`src/rtl/tt_ternary_pkg.sv`:
```
// Shared types and default sizing for the ternary matrix-vector engine.
package tt_ternary_pkg;

    localparam int unsigned DEF_MAX_IN_LEN  = 16;
    localparam int unsigned DEF_MAX_OUT_LEN = 8;
    localparam int unsigned DEF_WIDTH       = 2;
    localparam int unsigned DEF_WIDTH_BITS  = $clog2(DEF_WIDTH);

    typedef enum logic [2:0] {
        IDLE    = 3'd0,
        CLEAR   = 3'd1,
        LOAD    = 3'd2,
        SETTLE  = 3'd3,
        COMPUTE = 3'd4,
        DRAIN   = 3'd5
    } state_t;

    // Signed accumulator width able to hold +/-in_len.
    function automatic int unsigned acc_width_f(input int unsigned in_len);
        return $clog2(in_len) + 2;
    endfunction

endpackage

```
`src/rtl/tt_um_out_slot.sv`:
```
// One-entry valid/ready holding register for row results.
module tt_um_out_slot
    import tt_ternary_pkg::*;
#(
    parameter int unsigned ACC_WIDTH = 6,
    parameter int unsigned ROW_BITS  = 3
) (
    input  logic                 clk,
    input  logic                 rst_n,
    input  logic                 i_ena,
    input  logic                 i_clr,
    input  logic                 i_load,
    input  logic [ACC_WIDTH-1:0] i_data,
    input  logic [ROW_BITS-1:0]  i_row,
    input  logic                 i_ready,
    output logic [ACC_WIDTH-1:0] o_data,
    output logic [ROW_BITS-1:0]  o_row,
    output logic                 o_valid,
    output logic                 o_cap_c
);

    logic [ACC_WIDTH-1:0] r_data;
    logic [ROW_BITS-1:0]  r_row;
    logic                 r_valid;

    // Slot may take a new entry when empty or when the current one leaves this cycle.
    assign o_cap_c = !r_valid || i_ready;

    // Load has priority over pop so accept+capture in one cycle keeps valid high.
    always_ff @(posedge clk or negedge rst_n) begin
        if (!rst_n) begin
            r_data  <= '0;
            r_row   <= '0;
            r_valid <= 1'b0;
        end else if (i_ena) begin
            if (i_clr) begin
                r_valid <= 1'b0;
            end else if (i_load) begin
                r_data  <= i_data;
                r_row   <= i_row;
                r_valid <= 1'b1;
            end else if (r_valid && i_ready) begin
                r_valid <= 1'b0;
            end
        end
    end

    assign o_data  = r_data;
    assign o_row   = r_row;
    assign o_valid = r_valid;

endmodule

```
`src/rtl/tt_um_mvm_ctrl.sv`:
```
// Job sequencer: loader clear/load, settle, row walk and result handoff.
module tt_um_mvm_ctrl
    import tt_ternary_pkg::*;
#(
    parameter int unsigned MAX_IN_LEN   = DEF_MAX_IN_LEN,
    parameter int unsigned MAX_OUT_LEN  = DEF_MAX_OUT_LEN,
    parameter int unsigned ACC_WIDTH    = acc_width_f(MAX_IN_LEN),
    parameter int unsigned MAX_OUT_BITS = $clog2(MAX_OUT_LEN)
) (
    input  logic                    clk,
    input  logic                    rst_n,
    input  logic                    ena,
    input  logic                    start,
    input  logic                    skip_load,
    input  logic [MAX_OUT_BITS-1:0] cfg_out_len,
    input  logic                    abort,
    output logic                    load_clr,
    output logic                    load_ena,
    input  logic                    load_done,
    output logic [MAX_OUT_BITS-1:0] mac_row,
    input  logic [ACC_WIDTH-1:0]    mac_result,
    output logic [ACC_WIDTH-1:0]    out_data,
    output logic [MAX_OUT_BITS-1:0] out_row,
    output logic                    out_valid,
    input  logic                    out_ready,
    output logic                    busy,
    output logic                    done
);

    state_t                  r_state;
    state_t                  w_state_nxt;
    logic [MAX_OUT_BITS-1:0] r_row;
    logic [MAX_OUT_BITS-1:0] w_row_nxt;
    logic [MAX_OUT_BITS-1:0] r_cfg;
    logic [MAX_OUT_BITS-1:0] w_cfg_nxt;
    logic                    r_load_clr;
    logic                    r_load_ena;
    logic                    r_busy;
    logic                    r_done;
    logic                    w_done_nxt;
    logic                    w_slot_load;
    logic                    w_slot_clr;
    logic                    w_cap;
    logic                    w_out_valid;

    // Next-state, row counter, config latch and slot controls.
    always_comb begin
        w_state_nxt = r_state;
        w_row_nxt   = r_row;
        w_cfg_nxt   = r_cfg;
        w_done_nxt  = 1'b0;
        w_slot_load = 1'b0;
        w_slot_clr  = 1'b0;
        if (abort) begin
            w_state_nxt = IDLE;
            w_slot_clr  = 1'b1;
        end else begin
            case (r_state)
                IDLE: begin
                    if (start) begin
                        w_cfg_nxt   = cfg_out_len;
                        w_row_nxt   = '0;
                        w_state_nxt = skip_load ? COMPUTE : CLEAR;
                    end
                end
                CLEAR:  w_state_nxt = LOAD;
                LOAD: begin
                    if (load_done) w_state_nxt = SETTLE;
                end
                SETTLE: begin
                    w_row_nxt   = '0;
                    w_state_nxt = COMPUTE;
                end
                COMPUTE: begin
                    if (w_cap) begin
                        w_slot_load = 1'b1;
                        if (r_row == r_cfg) begin
                            w_state_nxt = DRAIN;
                        end else begin
                            w_row_nxt = r_row + MAX_OUT_BITS'(1);
                        end
                    end
                end
                DRAIN: begin
                    if (w_out_valid && out_ready) begin
                        w_done_nxt  = 1'b1;
                        w_state_nxt = IDLE;
                    end
                end
                default: w_state_nxt = IDLE;
            endcase
        end
    end

    // State and registered Moore outputs; everything holds while ena is low.
    always_ff @(posedge clk or negedge rst_n) begin
        if (!rst_n) begin
            r_state    <= IDLE;
            r_row      <= '0;
            r_cfg      <= '0;
            r_load_clr <= 1'b0;
            r_load_ena <= 1'b0;
            r_busy     <= 1'b0;
            r_done     <= 1'b0;
        end else if (ena) begin
            r_state    <= w_state_nxt;
            r_row      <= w_row_nxt;
            r_cfg      <= w_cfg_nxt;
            r_load_clr <= (w_state_nxt == CLEAR);
            r_load_ena <= (w_state_nxt == LOAD);
            r_busy     <= (w_state_nxt != IDLE);
            r_done     <= w_done_nxt;
        end
    end

    tt_um_out_slot #(
        .ACC_WIDTH (ACC_WIDTH),
        .ROW_BITS  (MAX_OUT_BITS)
    ) u_slot (
        .clk     (clk),
        .rst_n   (rst_n),
        .i_ena   (ena),
        .i_clr   (w_slot_clr),
        .i_load  (w_slot_load),
        .i_data  (mac_result),
        .i_row   (r_row),
        .i_ready (out_ready),
        .o_data  (out_data),
        .o_row   (out_row),
        .o_valid (w_out_valid),
        .o_cap_c (w_cap)
    );

    assign load_clr  = r_load_clr;
    assign load_ena  = r_load_ena;
    assign mac_row   = r_row;
    assign out_valid = w_out_valid;
    assign busy      = r_busy;
    assign done      = r_done;

endmodule

```
`config.mk`:
```
export PLATFORM = sky130hd
export DESIGN_NAME = tt_um_mvm_ctrl
export DESIGN_NICKNAME = d
export VERILOG_FILES = /design/src/rtl/tt_ternary_pkg.sv /design/src/rtl/tt_um_out_slot.sv /design/src/rtl/tt_um_mvm_ctrl.sv
export SDC_FILE = /design/constraint.sdc
export NUM_CORES = 1
export LEC_CHECK = 0
export ABC_CLOCK_PERIOD_IN_PS = 4120
export CAP_MARGIN = 25
export CORE_UTILIZATION = 50
export DETAILED_ROUTE_END_ITERATION = 12
export GPL_ROUTABILITY_DRIVEN = 0
export PLACE_DENSITY = 0.83
export SLEW_MARGIN = 15
export SYNTH_ARGS = -nofsm -noshare
export SYNTH_HDL_FRONTEND = slang
export SYNTH_SLANG_ARGS = --single-unit
```
`constraint.sdc`:
```
create_clock -name clk -period 4.12 [get_ports clk]
set_input_delay 0.412 -clock clk [delete_from_list [all_inputs] [get_ports clk]]
set_output_delay 0.412 -clock clk [all_outputs]
set_load 0.1 [all_outputs]
```
## Word level (Yosys, flattened, before mapping)

Cells that the tools add are included.

| storage, ports and cells | value |
|---|---|
| output and inout port bits | 17 |
| bits of input ports | 17 |
| flip-flop bits (word level) | 23 |

| cells by class | value |
|---|---|
| mux-type cells | 22 |
| equality and inequality tests | 11 |
| add/subtract/negate cells | 1 |
| reductions and logical operators | 11 |
| bitwise operators | 2 |

Operators with widths:

| kind | number |
|---|---|
| 3-bit two-way mux | 10 |
| 3-bit case mux with 6 select lines | 1 |
| 1-bit two-way mux | 10 |
| 3-bit by 2-bit equality test with 1-bit output (second input constant) | 3 |
| 3-bit case mux with 3 select lines | 1 |
| 3-bit nonzero test | 3 |
| 3-bit by 1-bit equality test with 1-bit output (second input constant) | 2 |
| 3-bit equality test (second input constant) | 2 |
| 6-bit AND reduction | 1 |
| 2-bit inequality test (second input constant) | 2 |
| 4-bit AND reduction | 1 |
| 3-bit by 1-bit adder with 3-bit output (second input constant) | 1 |
| 3-bit equality test | 1 |
| 3-bit logical NOT | 1 |
| 3-bit AND reduction | 1 |
| 2-bit by 1-bit inequality test with 1-bit output (second input constant) | 1 |
| 1-bit NOT | 2 |
| 2-bit AND reduction | 1 |
| 1-bit logical AND | 1 |
| 1-bit logical NOT | 1 |
| 1-bit logical OR | 1 |

## Longest topological paths before layout

Gate-level depths: netlist (run 1).

| logic depth | value |
|---|---|
| depth in word-level cells | 7 |
| depth in mapped cells | 5 |

## Cells and area by module

A second synthesis (run 1) with hierarchy kept.

| unflattened totals | value |
|---|---|
| cells, all modules | 104 |
| area total of the unflattened synthesis | 1229.9 um^2 |

By module, submodules not included:

| module | cells each | area an instance (um^2) | times used |
|---|---|---|---|
| tt_um_mvm_ctrl | 78 | 799.5 | 1 |
| tt_um_out_slot | 26 | 430.4 | 1 |

## Least setup slack after synthesis (run 1)

No wires, ideal clock.

| timing path | value |
|---|---|
| path type | register to register |
| start point | register u_slot.r_valid, in the netlist u_slot.o_valid |
| end point | register r_load_clr, in the netlist load_clr |
| data required time | 3.986 ns |
| period minus slack after synthesis | 2.038 ns |
| arrival time | 1.904 ns |
| path slack | 2.082 ns |
| path buffers | 0 |
| setup time | 0.134 ns |
| stages on the path, launching flop included | 5 |
| cells stage by stage | dfrtp_1 -> or2b_4 -> and3_1 -> a211oi_1 -> o41ai_2 |

| between the ends | value |
|---|---|
| word-level cells in the longest chain between the ends | 6 |
| elaborated cells between the ends (all ways) | 8 |
| classes of those cells | eq/ne: 1; mux: 4; reduce/logical: 3 |

Ends and longest elaborated chain:

| element | RTL line | source |
|---|---|---|
| from (decl) | tt_um_out_slot.sv:24 | `logic r_valid;` |
| from (signal assigned) | tt_um_out_slot.sv:34 | `r_valid <= 1'b0;` |
| from (signal assigned) | tt_um_out_slot.sv:37 | `r_valid <= 1'b0;` |
| from (signal assigned) | tt_um_out_slot.sv:41 | `r_valid <= 1'b1;` |
| 1-bit logical NOT | tt_um_out_slot.sv:27 | `assign o_cap_c = !r_valid \|\| i_ready;` |
| 1-bit logical OR | tt_um_out_slot.sv:27 |  |
| 3-bit two-way mux | tt_um_mvm_ctrl.sv:75 | `if (w_cap) begin` |
| 3-bit case mux with 6 select lines * | tt_um_mvm_ctrl.sv:58 | `case (r_state)` |
| 3-bit two-way mux * | tt_um_mvm_ctrl.sv:54 | `if (abort) begin` |
| 3-bit by 1-bit equality test with 1-bit output * | tt_um_mvm_ctrl.sv:109 | `r_load_clr <= (w_state_nxt == CLEAR);` |
| to (signal assigned) | tt_um_mvm_ctrl.sv:109 |  |
| to (decl) | tt_um_mvm_ctrl.sv:36 | `logic r_load_clr;` |

Every way passes the cells marked *; elsewhere a longest branch is shown, timed or not.
A chain may end at the register's enable or synchronous reset.

## Final worst setup path (run 1)

| timing path | value |
|---|---|
| start point | register r_row[0], in the netlist mac_row[0] |
| end point | output port mac_row[0] |

RTL lines:

| element | RTL line | source |
|---|---|---|
| from (decl) | tt_um_mvm_ctrl.sv:32 | `logic [MAX_OUT_BITS-1:0] r_row;` |
| from (signal assigned) | tt_um_mvm_ctrl.sv:107 | `r_row <= w_row_nxt;` |
| to (decl) | tt_um_mvm_ctrl.sv:20 | `output logic [MAX_OUT_BITS-1:0] mac_row,` |

No word-level cell between the ends.

==> metrics.cfg, run 1 <==
[synthesis]
yosys_most_used_dff=dfrtp_1
yosysWarnings=0
synth_top_area_share_pct=48.47
synth_common_cells=dfrtp_1 (23), mux2_2 (12), nand2_1 (10)
syn_nets=121
postSynth.asyncResetShare_pct=100.0
ys_ff_latch=23
mappedNetlistArea_um2=1187
yosysSeqAreaShare_pct=48.47
syn_inst=103
yosysTopAreaCell=dfrtp_1
avgSynthCellArea_um2=11.53
synth.distinct_cells=43
ys_top_cells_by_area=dfrtp_1 (48%), mux2_2 (11%), nand2_1 (3.2%)
synth-edff-count=0
yosysMostFrequentCell=dfrtp_1

[detailed_routing]
dr.pass1.iters=4
vias=924
wl_per_cell_um=13.74
detailedRoute.firstIterationViolations=28
drt_wl_total_mm=2.267
viasPerCell=5.600
final_antenna_net_count=0
drc=0

[place]
io_buffer_count=33
hpwlAfterDp_mm=1.665

[setup_path]
cpPeakStageDelay_ns=1.17
path_delay_family=buffers and inverters
path_buf_inv=1
worstSetupStartpoint=mac_row[0]$_DFFE_PN0P_
crit_type=flop to primary output
reg2reg_to=load_clr$_DFFE_PN0P_
slowest_stage=clkdlybuf4s50_1
end_kind=primary output
critPathArrivalTime_ns=1.98
reg2reg_from=r_state[1]$_DFFE_PN0P_
crit_chain=clkdlybuf4s50_1
crit_required_ns=3.71
crit_fanout=6
start_kind=flop
rr_worst_depth=4
r2r_slack_ns=2.37

[final_layout]
n_antenna_cell=0
nNetsFinal=156
drive_gt1_share_pct=18.25
syn_to_final_growth_pct=31.93

[sta]
clock_skew_ns=0.008790
final.min_clock_period_ns=2.391
slew_headroom_pct=34.75
hold_slack_ns=0.4355
timing.setup.tns_ns=0
rsz0062_at_grt=false
period_share_pct=58.02
finalSetupViolCount=0
max_freq_mhz=418.3
tightest_slew_ns=0.9757
maxSlewViolCount=0
hold_viol=0

[grt]
grt.total_usage_pct=20.36
grt_start_max_net_pins=24
grt_pass1_vias=860
gr-total-overflow=0
grt_pass1_wl_mm=3.795
antenna_found_initial=0

[flow_run]
maxCapViolCount=0

[floorplan]
die_h_um=50.73
die_w_um=50.73
die-area_um2=2574
io_pins=34
core_um2=2233
initial_core_util_pct=53.17
fp-row-count=17

[pwr]
ir_drop_uv=584.9
p_leak_uw=0.0006574
p_per_area_nw_per_um2=704.6

[min_path]
hold_class=primary input to asynchronous set/reset pin

[cts]
cts.repair.resized=0
clkLatencyLatePin_ns=0.32
h-tree-depth=1
cts_tree=yes
cts_root_buf=clkbuf_4
cts_hold_buf=0
path_clk_slew_ns=0.13
numCtsBuffers=3
postCtsSetupBuffers=0
cts_sinks=23
clock_path_buffers=2

[run_status]
status=completed

[flip-flops by register name (all words and copies together), names as in the netlist]
| register | cells |
|---|---|
| mac_row | 3 |
| load_ena | 1 |
| r_cfg | 3 |
| u_slot.o_data | 6 |
| u_slot.o_row | 3 |
| r_state | 3 |
| done | 1 |
| u_slot.o_valid | 1 |
| busy | 1 |
| load_clr | 1 |
[cell type report]
| class | instances | area, um2 |
|---|---|---|
| clock buffer | 3 | 22.52 |
| clock inverter | 1 | 5.005 |
| tap | 28 | 35.03 |
| multi-input combinational | 72 | 568.0 |
| sequential | 23 | 575.6 |
| timing repair buffer | 34 | 345.3 |
| fill | 164 | 666.9 |
| inverter | 4 | 15.01 |
[stage by stage]
stage	instances	total power (uW)	area, um2	utilization (%)	setup WS (ns)
after global routing	165	1149	1567	70.14	1.681
after CTS	164	1109	1551	69.47	1.726
after detailed placement	160	1006	1524	68.24	2.007
after floorplan	103	852.3	1187	-	2.082
final	165	1104	1567	70.14	1.729
after global placement	160	996.0	1524	68.24	2.045
[worst max path at each step]
stage,end,slack [ns],cells past startpoint
finish,mac_row[0],1.73,1
global route,mac_row[0],1.68,1
CTS,mac_row[0],1.73,1
detailed placement,load_clr$_DFFE_PN0P_,2.01,5
global placement,u_slot.o_data[0]$_DFFE_PN0P_,2.05,4
floorplan,load_clr$_DFFE_PN0P_,2.08,4
[logic make-up (layout without fill, tap and decap cells)]
group           count (synthesis)  count (layout)  synth area share [%]
xor+xnor                        4               4                 2.951
buf+inv                         8              42                 3.688
mux                            13              13                 12.22
flops                          23              23                 48.47
fa+ha+maj                       1               1                 1.054
compound gates                 20              20                 13.70
simple gates                   34              34                 17.91
[placed cells by master, fill, tap and decap left out, drive strengths merged, types with 3 or more instances in the layout]
cell type,netlist,final
clkbuf,0,3
inv,4,4
clkdlybuf4s50,0,33
nand3,3,3
mux2,12,12
nand3b,3,3
nand2,11,11
dfrtp,23,23
o21ai,3,3
xor2,3,3
[where the power goes]
group / internal, uW / leakage, uW / switching [uW] / total [uW]
clock: 36.4 / 0.0000177 / 67.9 / 104
combinational: 178 / 0.000341 / 475 / 652
sequential: 292 / 0.000299 / 55.5 / 347
total: 506 / 0.000657 / 598 / 1100
[per-layer routing]
layer / part of all wire, % / GRT usage, % / vias to the layer above
li1: - / - / 450
met1: 47 / 26.52 / 440
met2: 45 / 31.33 / 30
met3: 5.4 / 4.545 / 4
met4: 2.4 / 11.11 / 0
met5: 0 / 0 / -
Power figures use the tool's default switching activity.
==> run 2: changes to the inputs <==
Settings changed: ABC_CLOCK_PERIOD_IN_PS 4120 to 2100, CORE_UTILIZATION 50 to 42, PLACE_DENSITY 0.83 to 0.75.
Clock period 4.12 ns to 2.1 ns, I/O delays scaled along.
==> run 2 against run 1 <==
  * Total power rose by 97%
  * Flip-flop and latch count unchanged
  * Clock power is 110% higher
  * Largest cell class unchanged
  * Largest power group unchanged
==> metrics.cfg, run 2 (synthesized netlist as in run 1, its figures left out) <==
[final_layout]
largest_register_ffs=6
design_area_um2=1529
syn_to_final_growth_pct=28.77
layout_common_cells=dfrtp_1 (23), buf_4 (19), clkdlybuf4s50_1 (16), mux2_2 (12), nand2_1 (10)
n_antenna_cell=0
fillerInstances=228
layout_commonest_cell=dfrtp_1
nNetsFinal=157
drive_gt1_share_pct=31.16

[detailed_routing]
viasPerCell=5.554
drc=0
final_antenna_net_count=0
vias=933
dr.pass1.iters=4
detailedRoute.firstIterationViolations=21
wl_per_cell_um=15.16
drt_wl_total_mm=2.547

[floorplan]
fp-row-count=18
die-area_um2=3044
die_h_um=55.17
initial_core_util_pct=46.25
io_pins=34
core_um2=2567
die_w_um=55.17

[pwr]
p_per_area_nw_per_um2=1420
p_leak_uw=0.0006834
power_uw=2172
ir_drop_uv=1448

[setup_path]
start_kind=flop
crit_fanout=13
crit_type=flop to flop
critPathArrivalTime_ns=2.07
crit_required_ns=2.32
end_kind=flop

[cts]
clock_path_buffers=2
clkLatencyLatePin_ns=0.32
cts.repair.resized=0
postCtsSetupBuffers=0
h-tree-depth=1
path_clk_slew_ns=0.13
cts_tree=yes
cts_sinks=23
cts_root_buf=clkbuf_4
numCtsBuffers=3
cts_hold_buf=0

[place]
io_buffer_count=33
dpl_cell_area_um2=1499
hpwlAfterDp_mm=1.817

[grt]
grt_start_max_net_pins=24
grt_pass1_wl_mm=3.974
grt.total_usage_pct=18.81
grt_pass1_vias=903
antenna_found_initial=0
gr-total-overflow=0

[sta]
timing.setup.tns_ns=0
max_freq_mhz=538.6
finalSetupViolCount=0
maxSlewViolCount=0
slew_headroom_pct=70.04
tightest_slew_ns=0.4468
hold_viol=0
rsz0062_at_grt=false
clock_skew_ns=0.003878
final.min_clock_period_ns=1.857
period_share_pct=88.42

[run_status]
status=completed

[min_path]
hold_class=primary input to asynchronous set/reset pin

[flow_run]
maxCapViolCount=0

==> run 2: worst max-delay path, stage by stage (launching register included) <==
cell and delay, ns:
dfrtp_1 0.56, or3b_1 0.44, a211oi_1 0.34, a211oi_1 0.15, o41ai_2 0.27
==> run 2: routing by layer <==
metal | vias up | part of all wire, % | global-route usage (%)
met2 | 30 | 50 | 31.12
met3 | 7 | 4.9 | 3.005
li1 | 448 | - | -
met4 | 0 | 2.6 | 10.00
met5 | - | 0 | 0
met1 | 448 | 42 | 23.31
==> run 2: final timing paths <==
check / slack [ns] / to / startpoint / depth (start not counted)
worst max-delay path: 0.24 / load_clr$_DFFE_PN0P_ / r_state[1]$_DFFE_PN0P_ / 4
worst min-delay path: 0.22 / u_slot.o_row[2]$_DFFE_PN0P_ / rst_n / 2
worst max register to register: 0.24 / load_clr$_DFFE_PN0P_ / r_state[1]$_DFFE_PN0P_ / 4
worst min register to register: 0.51 / load_ena$_DFFE_PN0P_ / load_ena$_DFFE_PN0P_ / 1
max in group asynchronous: 1.64 / done$_DFFE_PN0P_ / rst_n / 2
min in group clk: 0.49 / u_slot.o_data[0]$_DFFE_PN0P_ / mac_result[0] / 2
==> run 2: where the power goes <==
| group | internal [uW] | switching, uW | total [uW] |
|---|---|---|---|
| sequential | 572 | 117 | 690 |
| combinational | 324 | 942 | 1270 |
| clock | 73.0 | 143 | 216 |
| total | 969 | 1200 | 2170 |
==> run 2: final cells by class <==
cell class	count	area, um2	share of cell area (%)
sequential	23	575.6	37.64
multi-input combinational	72	568.0	37.15
timing repair buffer	35	302.8	19.80
tap	30	37.54	2.455
clock buffer	3	22.52	1.473
inverter	4	15.01	0.9820
clock inverter	1	7.507	0.4910
==> run 2: stage by stage <==
step,hold slack [ns],setup WS (ns),cells,utilization (%)
detailed placement,0.4800,0.1787,164,58.38
global placement,0.4692,0.2203,164,58.38
global route,0.2537,0.1784,168,59.55
finish,0.2222,0.2433,168,59.55
floorplan,-0.08559,0.06173,103,-
CTS,0.2412,0.2435,168,59.55
==> run 3: changes to the inputs <==
--- a/config.mk
+++ b/config.mk
@@ -9,4 +9,5 @@
 export CAP_MARGIN = 25
 export CORE_UTILIZATION = 42
+export CTS_CLUSTER_SIZE = 24
 export DETAILED_ROUTE_END_ITERATION = 12
 export GPL_ROUTABILITY_DRIVEN = 0
==> constraint.sdc (replaced) <==
create_clock -name clk -period 2.1 [get_ports clk]
set_input_delay 0.315 -clock clk [delete_from_list [all_inputs] [get_ports clk]]
set_output_delay 0.315 -clock clk [all_outputs]
set_load 0.1 [all_outputs]
==> run 3 against run 2 <==
  * Final area up 0.25%
  * Clock skew rose by 0.0041 ns
  * Critical path depth is the same
  * Via count down 1.5%
  * Wire length shrank 5.5%
  * Worst hold slack better by 0.11 ns
  * Maximum frequency grew 3.2%
  * Count of clock-buffer cells in the layout up 1
  * First-iteration DRC count shrank 24%
  * Total power shrank 0.92%
==> metrics.cfg, run 3 (synthesized netlist as in run 1, its figures left out) <==
[cts]
path_clk_slew_ns=0.12
clkLatencyLatePin_ns=0.31
postCtsSetupBuffers=0
h-tree-depth=1
numCtsBuffers=3
cts_root_buf=clkbuf_4
cts.repair.resized=0
cts_tree=yes
cts_sinks=23
clock_path_buffers=2
cts_hold_buf=0

[floorplan]
die-area_um2=3044
core_um2=2567
io_pins=34
die_h_um=55.17
initial_core_util_pct=46.25
fp-row-count=18
die_w_um=55.17

[sta]
tightest_slew_ns=0.4348
rsz0062_at_grt=false
slew_headroom_pct=71.01
maxSlewViolCount=0
final.min_clock_period_ns=1.799
finalSetupViolCount=0
clock_skew_ns=0.007973
period_share_pct=85.66
max_freq_mhz=555.9
timing.setup.tns_ns=0
hold_viol=0

[setup_path]
path_buf_inv=0
crit_required_ns=2.31
start_kind=flop
critPathArrivalTime_ns=2.01
cpPeakStageDelay_ns=0.54
path_delay_family=compound AO/OA/AOI/OAI gates
crit_chain=or3b_1 > a211oi_1 > a211oi_1 > o41ai_2
end_kind=flop
crit_type=flop to flop
crit_top_cell=a211oi_1
crit_fanout=13
slowest_stage=dfrtp_1

[final_layout]
nNetsFinal=158
layoutNonFillerInstCount=169
largest_register_ffs=6
drive_gt1_share_pct=30.94
n_antenna_cell=0
layout_common_cells=dfrtp_1 (23), buf_4 (20), clkdlybuf4s50_1 (16), mux2_2 (12), nand2_1 (10)
syn_to_final_growth_pct=29.08
layout_commonest_cell=dfrtp_1
seqCellArea_um2=575.6
multiInputGateArea_um2=568.0
fillerInstances=222

[place]
dpl.cell_count=165
hpwlAfterDp_mm=1.863
io_buffer_count=33

[grt]
grt_pass1_wl_mm=3.829
grt.total_usage_pct=18.34
antenna_found_initial=0
gr-total-overflow=0
grt_pass1_vias=878
grt_start_max_net_pins=24

[pwr]
ir_drop_uv=1406
p_per_area_nw_per_um2=1404
p_leak_uw=0.0006893

[run_status]
status=completed

[detailed_routing]
final_antenna_net_count=0
vias=919
drt_wl_total_mm=2.406
detailedRoute.firstIterationViolations=16
dr.pass1.iters=4
wl_per_cell_um=14.24
viasPerCell=5.438
drc=0

[min_path]
hold_class=primary input to asynchronous set/reset pin

[flow_run]
maxCapViolCount=0

run 3: metrics by stage:
stage | total power [uW] | worst slack, ns | hold WS [ns] | utilization, % | area (um2)
after floorplan | 1672 | 0.06173 | 0.01941 | - | 1187
after global placement | 1945 | 0.07564 | 0.4771 | 58.67 | 1506
after detailed placement | 1969 | 0.05436 | 0.4759 | 58.67 | 1506
after CTS | 2170 | 0.2819 | 0.3406 | 59.70 | 1533
after global routing | 2252 | 0.1788 | 0.3730 | 59.70 | 1533
final | 2152 | 0.3011 | 0.3303 | 59.70 | 1533
run 3: cell type report:
class                      count  share of cell area, %
tap                           30                  2.449
sequential                    23                  37.55
timing repair buffer          36                  20.24
clock buffer                   4                  1.714
multi-input combinational     72                  37.06
inverter                       4                 0.9796
run 3: path summary, 6_finish.rpt:
path,start,endpoint,slack (ns),cells past startpoint
min in group clk,load_clr$_DFFE_PN0P_,load_clr$_DFFE_PN0P_,0.50,2
worst max-delay path,r_state[1]$_DFFE_PN0P_,load_clr$_DFFE_PN0P_,0.30,4
max in group asynchronous,rst_n,load_clr$_DFFE_PN0P_,1.54,2
worst max register to register,r_state[1]$_DFFE_PN0P_,load_clr$_DFFE_PN0P_,0.30,4
worst min register to register,load_clr$_DFFE_PN0P_,load_clr$_DFFE_PN0P_,0.50,2
worst min-delay path,rst_n,r_cfg[2]$_DFFE_PN0P_,0.33,2
run 3: metal layers:
layer	vias up	global-route usage, %	routed length, um
li1	452	-	-
met1	434	21.65	1107
met2	28	31.93	1133
met3	5	6.284	146
met4	0	4.167	20
met5	-	0	0
run 3: power breakdown:
| group | total [uW] | switching [uW] | leakage, uW | internal, uW |
|---|---|---|---|---|
| registers | 687 | 114 | 0.000299 | 573 |
| logic | 1270 | 942 | 0.000376 | 325 |
| clock network | 199 | 125 | 0.0000150 | 74.4 |
